**src/rtl/keypad_scan.sv**
```systemverilog
// 4x4 matrix keypad scanner: column drive, 2-FF row sync, ghost rejection and debounce.
// Define KEYPAD_REPEAT_EN to add auto-repeat pulses while a key is held.
module keypad_scan #(
    parameter int unsigned SCAN_DIV       = 16,
    parameter int unsigned DEBOUNCE_SCANS = 4,
    parameter int unsigned REPEAT_SCANS   = 64
) (
    input  logic       clkin,
    input  logic       greset,
    input  logic [3:0] row,
    output logic [3:0] col,
    output logic [3:0] key,
    output logic       key_valid,
    output logic       key_held
);

    localparam int unsigned DivW = $clog2(SCAN_DIV);
    localparam int unsigned CntW = $clog2(DEBOUNCE_SCANS + 1);

    typedef enum logic [1:0] {StIdle, StPress, StHeld, StRelease} state_e;

    logic [3:0]      row_meta, row_sync;
    logic [DivW-1:0] div_q;
    logic [1:0]      col_idx_q;
    logic [1:0]      hits_q;   // pressed bits seen so far this scan, saturated at 2
    logic [3:0]      code_q;

    state_e          state_q;
    logic [3:0]      cand_q;
    logic [CntW-1:0] cnt_q;
    logic [3:0]      key_q;
    logic            key_valid_q, key_held_q;

    logic [3:0]      pressed;
    logic [2:0]      col_sum, tot_sum;
    logic [1:0]      col_row, tot_hits;
    logic [3:0]      scan_code;
    logic [CntW-1:0] cnt_inc;
    logic            last_dwell, scan_end, scan_single, accept;
    logic            rep_fire;

    assign col       = ~(4'b0001 << col_idx_q);
    assign key       = key_q;
    assign key_valid = key_valid_q;
    assign key_held  = key_held_q;

    assign pressed    = ~row_sync;
    assign last_dwell = (div_q == DivW'(SCAN_DIV - 1));
    assign scan_end   = last_dwell && (col_idx_q == 2'd3);

    assign col_sum = 3'(pressed[0]) + 3'(pressed[1]) + 3'(pressed[2]) + 3'(pressed[3]);

    always_comb begin
        col_row = 2'd0;
        if (pressed[1]) col_row = 2'd1;
        if (pressed[2]) col_row = 2'd2;
        if (pressed[3]) col_row = 2'd3;
    end

    // Scan totals include the column being sampled right now.
    assign tot_sum     = {1'b0, hits_q} + ((col_sum > 3'd1) ? 3'd2 : col_sum);
    assign tot_hits    = (tot_sum >= 3'd2) ? 2'd2 : tot_sum[1:0];
    assign scan_code   = (col_sum == 3'd1) ? {col_row, col_idx_q} : code_q;
    assign scan_single = (tot_hits == 2'd1);

    assign cnt_inc = (cnt_q == CntW'(DEBOUNCE_SCANS)) ? cnt_q : cnt_q + CntW'(1);

    assign accept = scan_end && scan_single &&
                    (((state_q == StIdle) && (DEBOUNCE_SCANS == 1)) ||
                     ((state_q == StPress) && (scan_code == cand_q) &&
                      (cnt_inc == CntW'(DEBOUNCE_SCANS))));

    always_ff @(posedge clkin) begin
        if (greset) begin
            row_meta  <= 4'hF;
            row_sync  <= 4'hF;
            div_q     <= '0;
            col_idx_q <= 2'd0;
            hits_q    <= 2'd0;
            code_q    <= 4'h0;
        end else begin
            row_meta <= row;
            row_sync <= row_meta;
            if (last_dwell) begin
                div_q     <= '0;
                col_idx_q <= col_idx_q + 2'd1;
                if (col_idx_q == 2'd3) begin
                    hits_q <= 2'd0;
                    code_q <= 4'h0;
                end else begin
                    hits_q <= tot_hits;
                    code_q <= scan_code;
                end
            end else begin
                div_q <= div_q + DivW'(1);
            end
        end
    end

`ifdef KEYPAD_REPEAT_EN
    localparam int unsigned RepW = $clog2(REPEAT_SCANS + 1);

    logic [RepW-1:0] rep_q;
    logic            stay_held, rehold;

    assign stay_held = scan_end && scan_single && (state_q == StHeld);
    assign rehold    = scan_end && scan_single && (state_q == StRelease);
    assign rep_fire  = stay_held && (rep_q == RepW'(REPEAT_SCANS - 1));

    always_ff @(posedge clkin) begin
        if (greset || accept || rehold) begin
            rep_q <= '0;
        end else if (stay_held) begin
            rep_q <= rep_fire ? '0 : rep_q + RepW'(1);
        end
    end
`else
    logic unused_repeat;
    assign unused_repeat = ^REPEAT_SCANS;
    assign rep_fire      = 1'b0;
`endif

    always_ff @(posedge clkin) begin
        if (greset) begin
            state_q     <= StIdle;
            cand_q      <= 4'h0;
            cnt_q       <= '0;
            key_q       <= 4'h0;
            key_valid_q <= 1'b0;
            key_held_q  <= 1'b0;
        end else begin
            key_valid_q <= accept | rep_fire;
            if (scan_end) begin
                unique case (state_q)
                    StIdle: begin
                        if (scan_single) begin
                            cand_q  <= scan_code;
                            cnt_q   <= CntW'(1);
                            state_q <= accept ? StHeld : StPress;
                        end
                    end
                    StPress: begin
                        if (!scan_single) begin
                            state_q <= StIdle;
                            cnt_q   <= '0;
                        end else if (scan_code != cand_q) begin
                            cand_q <= scan_code;
                            cnt_q  <= CntW'(1);
                        end else begin
                            cnt_q <= cnt_inc;
                            if (accept) state_q <= StHeld;
                        end
                    end
                    StHeld: begin
                        // Any single key keeps the hold; a new key waits for full release.
                        if (!scan_single) begin
                            cnt_q <= CntW'(1);
                            if (DEBOUNCE_SCANS == 1) begin
                                state_q    <= StIdle;
                                key_held_q <= 1'b0;
                            end else begin
                                state_q <= StRelease;
                            end
                        end
                    end
                    StRelease: begin
                        // Release bounce: return to the hold silently, no new report.
                        if (scan_single) begin
                            state_q <= StHeld;
                            cnt_q   <= '0;
                        end else begin
                            cnt_q <= cnt_inc;
                            if (cnt_inc == CntW'(DEBOUNCE_SCANS)) begin
                                state_q    <= StIdle;
                                key_held_q <= 1'b0;
                            end
                        end
                    end
                    default: state_q <= StIdle;
                endcase
                if (accept) begin
                    key_q      <= scan_code;
                    key_held_q <= 1'b1;
                end
            end
        end
    end

endmodule

```
**config.mk**
```make
export PLATFORM = sky130hd
export DESIGN_NAME = keypad_scan
export DESIGN_NICKNAME = d
export VERILOG_FILES = /design/src/rtl/keypad_scan.sv
export SDC_FILE = /design/constraint.sdc
export NUM_CORES = 1
export LEC_CHECK = 0
export CAP_MARGIN = 20
export CORE_UTILIZATION = 51
export DETAILED_ROUTE_END_ITERATION = 10
export PLACE_DENSITY = 0.74
export SLEW_MARGIN = 0
export SYNTH_ARGS = -nofsm -noshare
export SYNTH_HDL_FRONTEND = slang
export SYNTH_SLANG_ARGS = --single-unit
```
**constraint.sdc**
```tcl
create_clock -name clkin -period 4.05 [get_ports clkin]
set_input_delay 0.405 -clock clkin [delete_from_list [all_inputs] [get_ports clkin]]
set_output_delay 0.405 -clock clkin [all_outputs]
set_load 0.03 [all_outputs]
```
---- After elaboration in Yosys (flattened, before gate mapping) ----
Index checks and enable logic that the tools add are counted.
word-level totals
  flip-flop bits (word level) ............. 35
  word-level logic and storage cells ...... 90
  bits of input ports ..................... 6
  output and inout bits ................... 10
cells by class
  shift-type cells ........................ 1
  mux-type cells .......................... 32
  reductions and logical operators ........ 15
  add/sub/neg operators ................... 7
  eq/ne operators ......................... 19
  magnitude comparators ................... 2
  bitwise gates (word level) .............. 2
operators with widths
  operator                                              count
  two-way mux 2 bit                                     12
  two-way mux 3 bit                                     7
  two-way mux 4 bit                                     5
  one-hot mux 3 bit (4 select lines)                    1
  != test 3 bit (second input constant)                 3
  inverter 4 bit                                        2
  one-hot mux 2 bit (4 select lines)                    1
  one-hot mux 4 bit (2 select lines)                    1
  equality test 2 bit (second input constant)           3
  equality test 3 bit (second input constant)           2
  != test 2 bit (second input constant)                 3
  AND reduction 6 bit                                   1
  nonzero test 2 bit                                    3
  logical AND 1 bit                                     5
  two-way mux 1 bit                                     5
  AND reduction 5 bit                                   1
  adder 4 x 1 -> 4 bit (second input constant)          1
  equality test 2 x 1 -> 1 bit (second input constant)  2
  equality test 4 bit                                   1
  equality test 4 bit (second input constant)           1
  != test 2 x 1 -> 1 bit (second input constant)        2
  != test 4 bit                                         1
  AND reduction 4 bit                                   1
  left shift 1 x 2 -> 4 bit (first input constant)      1
  13 further kinds                                      13

---- Longest topological paths before layout ----
Gate-level depths: netlist of the first run.
  word-level depth ........................ 16
  gate-level depth with buffers ........... 17
  mapped depth without buffers ............ 15

---- Least setup slack after synthesis of the first run ----
Ideal clock, no wire load.
  path kind ............................... register to register
  start ................................... register row_sync[3]
  end ..................................... register cand_q[3]
  setup time .............................. 0.070 ns
  path slack .............................. 0.145 ns
  arrival time ............................ 3.834 ns
  period minus slack after synthesis ...... 3.905 ns
  cell stages (with the launch flop) ...... 17
  buffers on the path ..................... 2
  data required time ...................... 3.980 ns
  cell sequence ........................... dfxtp_1 > fa_1 > inv_1 > ha_1 > inv_1 > ha_1 > or3b_1 > buf_2 > clkinv_4 > ha_1 > fa_1 > nor3b_1 > and3_1 > clkbuf_1 > nand2_1 > or3_1 > a21oi_1
on the way
  word-level cells in the longest chain between the ends .. 10
  elaborated cells between the ends (all ways) .. 20
  classes of those cells .................. add/sub (2); order compare (2); eq/ne (6); mux (8); bitwise (1); reduce/logical (1)
RTL lines
  what                                        RTL line  RTL
  from (decl)                                 22        logic [3:0] row_meta, row_sync;
  from (signal assigned)                      83        row_sync <= row_meta;
  inverter 4 bit *                            47        assign pressed = ~row_sync;
  adder 3 x 1 -> 3 bit                        51        assign col_sum = 3'(pressed[0]) + 3'(pressed[1]) + 3'(pressed[2]) + 3'(pressed[3]);
  greater-than comparator 3 x 1 -> 1 bit      61        assign tot_sum = {1'b0, hits_q} + ((col_sum > 3'd1) ? 3'd2 : col_sum);
  two-way mux 3 bit                           61
  adder 2 x 3 -> 3 bit                        61
  greater-or-equal comparator 3 x 2 -> 1 bit  62        assign tot_hits = (tot_sum >= 3'd2) ? 2'd2 : tot_sum[1:0];
  two-way mux 2 bit                           62
  equality test 2 x 1 -> 1 bit                64        assign scan_single = (tot_hits == 2'd1);
  != test 2 bit (no source line)              --
  AND reduction 5 bit (no source line)        --
  to (signal assigned)                        137       cand_q <= scan_code;
  to (signal assigned)                        147       cand_q <= scan_code;
  to (decl)                                   29        logic [3:0] cand_q;
Mark *: on every way between the ends. The rest lies on a longest branch, timed or not. The select of a mux whose other input is x is not followed.
A chain may end at the register's enable or synchronous reset.

---- Final worst setup path of the first run ----
  start ................................... register row_sync[0]
  end ..................................... register cnt_q[0]
on the way
  word-level cells in the longest chain between the ends .. 12
  elaborated cells between the ends (all ways) .. 20
  classes of those cells .................. add/sub (4); order compare (2); eq/ne (5); mux (7); bitwise (1); reduce/logical (1)
RTL lines
  what                                                                       RTL line  RTL
  inverter 4 bit *                                                           47
  adder 1 x 1 -> 2 bit *                                                     51
  adder 2 x 1 -> 3 bit *                                                     51
  adder 3 x 1 -> 3 bit *                                                     51
  greater-than comparator 3 x 1 -> 1 bit                                     61
  two-way mux 3 bit                                                          61
  adder 2 x 3 -> 3 bit                                                       61
  greater-or-equal comparator 3 x 2 -> 1 bit                                 62
  two-way mux 2 bit                                                          62
  equality test 2 x 1 -> 1 bit                                               64
  two-way mux 3 bit, or another cell as far along                            168       if (scan_single) begin
  one-hot mux 3 bit (4 select lines) or AND reduction 3 bit (tied branches)  --
  to (signal assigned)                                                       138       cnt_q <= CntW'(1);
  to (signal assigned)                                                       148       cnt_q <= CntW'(1);
  to (signal assigned)                                                       172       cnt_q <= cnt_inc;
  to (decl)                                                                  30        logic [CntW-1:0] cnt_q;
Mark *: on every way between the ends. The rest lies on a longest branch, timed or not.

==> metrics.md, run 1 <==
| Metric | Value |
|---|---|
| Outcome | finished clean |
| Max-Slew Margin vs Limit | 0.5138 |
| Number of slew-limit violations in the final report | 0 |
| Overall power after layout | 0.6688 mW |
| Power per cell area | 308.5 mW/mm^2 |
| Area growth from synthesis to final layout | 16.00% |
| Setup slack of the critical path after layout | 300.3 ps |
| Worst Max-Slew Pin Slew | 727.1 ps |
| Synthesized area divided by synthesized cell count | 8.458 um^2 |
| Clock latency of the later-clocked register in the worst-skew pair | 340 ps |
| Die outline height | 62.54 um |
| Worst hold path class | reg2reg |
| Clock slew at reported path FFs | 110 ps |
| Top cell type's share of synthesized area | 0.3748 |
| Number of I/O port buffers | 15 |
| Number of clock sinks | 35 |
| Starting DRC count in detailed routing | 117 |
| Wire length of the first global-routing pass | 6720 um |
| Post-synth net total | 240 |
| Final setup violation count | 0 |
| Most frequent cell after synthesis | dfxtp_1 |
| Initial antenna violation count | 0 |
| Max-cap check violation count | 0 |
| Number of enable flip-flop cells after synthesis | 0 |
| Leakage | 0.8411 nW |
| Cell Area, Synth | 0.001869 mm^2 |
| Post-route clock skew | 9.705 ps |
| Synth Warn # | 0 |
| # IOs | 16 |
| Post-synthesis sequential area ratio | 0.3748 |
| Worst Setup Path Type | reg2reg |
| Required time worst endpoint | 4290 ps |
| Mapped Cells | 221 |
| Number of buffers created by CTS | 5 |
| Vias in the first global route | 1,562 |
| Diodes inserted | 0 |
| Final setup TNS | 0 ps |
| Die X | 62.54 um |
| Worst setup slack before clock tree synthesis | 214.6 ps |
| Per-cell via count in the routed design | 5.528 |
| Worst ir drop on vdd | 0.0001778 V |
| Die Outline Area | 0.003911 mm^2 |
| Global-route congestion overflow total | 0 |
| CP Capture Type | register |
| DPL Wire Length | 2670 um |
| Top cell types by occurrence after synthesis | dfxtp_1 (35), a21oi_1 (20), inv_1 (20), nand2_1 (18), nor2_1 (17) |
| Flops & latches, synth | 35 |
| First-pass iteration count of the detailed router | 4 |
| Instance area after placement | 0.002090 mm^2 |
| Share of synthesized flip-flops with an asynchronous set or reset | 0 |
| Kind of start point of the critical path | register |
| Global routing usage summed across all routing layers | 0.2135 |
| Tightest hold margin | 414.5 ps |
| Fin crit share | 0.9259 |
| Clock tree from TritonCTS | yes |
| Cell taking the most area after synthesis | dfxtp_1 |
| Number of hold buffers added after cts | 0 |
| Highest Clock Rate | 266.7 MHz |
| Setup repair after global routing missed its margin | no |
| Total vias in the final route | 1,592 |
| Pin count of the biggest net entering global routing | 25 |
| Total length of routed wires | 3710 um |
| DRC violations left | 0 |
| Routability congestion estimate from global placement | 0.8747 |
| Antenna-violating nets left | 0 |
| Crit path max fanout | 9 |
| Cell chosen for the clock root | clkbuf_4 |
| Distinct cell type count after synthesis | 46 |
| Final hold vios | 0 |
| Post-synth top flop | dfxtp_1 |
| Post-DR wirelength/cell | 12.88 um |
| Maximum clock insertion buffer count | 2 |
| Floorplan core area | 0.003416 mm^2 |
| Post-route cell area | 0.002168 mm^2 |
| Row count | 21 |
| Layout net count | 260 |
| Number of H-tree branching levels | 2 |
| Synth area leaders | dfxtp_1 (37%), ha_1 (7.4%), a21oi_1 (5.4%) |
| Proportion of layout cells with a drive suffix above 1 | 0.1322 |
| Final critical delay including setup and external delays | 3750 ps |
| Data arrival time at the worst-slack endpoint | 3990 ps |
| Initial standard-cell utilization of the core | 0.5473 |
what timing repair did:
action | CTS | global route
resized for setup | 0 | 3
buffers inserted | 0 | 0
endpoints found under the setup margin | 0 | 10
path summary, 6_finish.rpt:
| kind | from | endpoint | slack [ps] | depth (start not counted) |
|---|---|---|---|---|
| hold / removal | row_meta[0] | row_sync[0] | 410 | 1 |
| hold reg to reg | row_meta[0] | row_sync[0] | 410 | 1 |
| setup reg to reg | row_sync[0] | cnt_q[0] | 300 | 15 |
| setup / recovery | row_sync[0] | cnt_q[0] | 300 | 15 |
layout make-up:
class	instances	area, um^2
fillers	317	1247
repair buffers	21	195.2
clock buffers	8	68.82
flip-flops and latches	35	701.9
well taps	46	57.56
multi-input cells	157	1061
inverters	21	83.83
worst max-delay path, stage by stage (launching register included):
cell and delay, ps:
dfxtp_1 330, fa_1 530, inv_1 40, ha_1 180, inv_1 60, ha_1 220, or3b_1 420, clkinv_4 100
ha_1 160, fa_1 440, nor3b_2 250, and3_1 240, buf_4 170, o21ai_0 110, a21o_1 160, a221oi_1 230
state kept, by name, summed over array words and instances (netlist names), 3 cells and up, named ones only:
signal and count:
cand_q 4, code_q 4, div_q 4, key 4, row_meta 4, row_sync 4
cnt_q 3
report_power, final:
part / total (mW) / switching [mW] / internal, mW / leakage, nW
Sequential: 0.355 / 0.00429 / 0.350 / 0.284
Combinational: 0.0949 / 0.0523 / 0.0425 / 0.518
Clock: 0.219 / 0.117 / 0.102 / 0.0386
Total: 0.669 / 0.174 / 0.495 / 0.841
logic make-up after synthesis:
group	count (synthesis)	share of synthesized area
AOI/OAI and AO/OA	53	0.1807
xor gates and xnor gates	2	0.009373
adders and majority gates	13	0.09505
buffers and inverters	29	0.06225
DFF	35	0.3748
muxes	3	0.02142
and+or+nand+nor	86	0.2564
per-layer routing:
layer  part of all wire  up-vias  global-route usage
met4              0.013        0             0.07558
met3              0.055        7             0.04015
li1                   -      808                   -
met5                  0        -                   0
met1               0.47      737              0.2815
met2               0.46       40              0.3465
stage by stage:
step                instances    util
CTS                       288  0.6319
detailed placement        280  0.6117
floorplan                 221       -
global placement          280  0.6117
global route              288  0.6348
finish                    288  0.6348
placed cells by master, fill, tap and decap left out, types with 5 or more instances in the layout:
master,synthesis,final
o21ai_0,10,10
nor2b_1,7,7
nand2_1,18,18
nor2_1,17,17
buf_4,0,6
nor3_1,7,7
dfxtp_1,35,34
clkdlybuf4s50_1,0,15
inv_1,20,20
or2_2,9,9
a21oi_1,20,19
ha_1,11,11
clkbuf_4,0,5
a22oi_1,5,5
Note: power is estimated with default switching activity, not from simulation.
==> run 2, diff against run 1 <==
--- a/config.mk
+++ b/config.mk
@@ -7,6 +7,7 @@
 export LEC_CHECK = 0
 export CAP_MARGIN = 20
 export CORE_UTILIZATION = 51
+export CTS_CLUSTER_SIZE = 16
 export DETAILED_ROUTE_END_ITERATION = 10
 export PLACE_DENSITY = 0.74
 export SLEW_MARGIN = 0
==> results of run 2 <==
Final layout, timing and power as in run 1 (identical DEF).
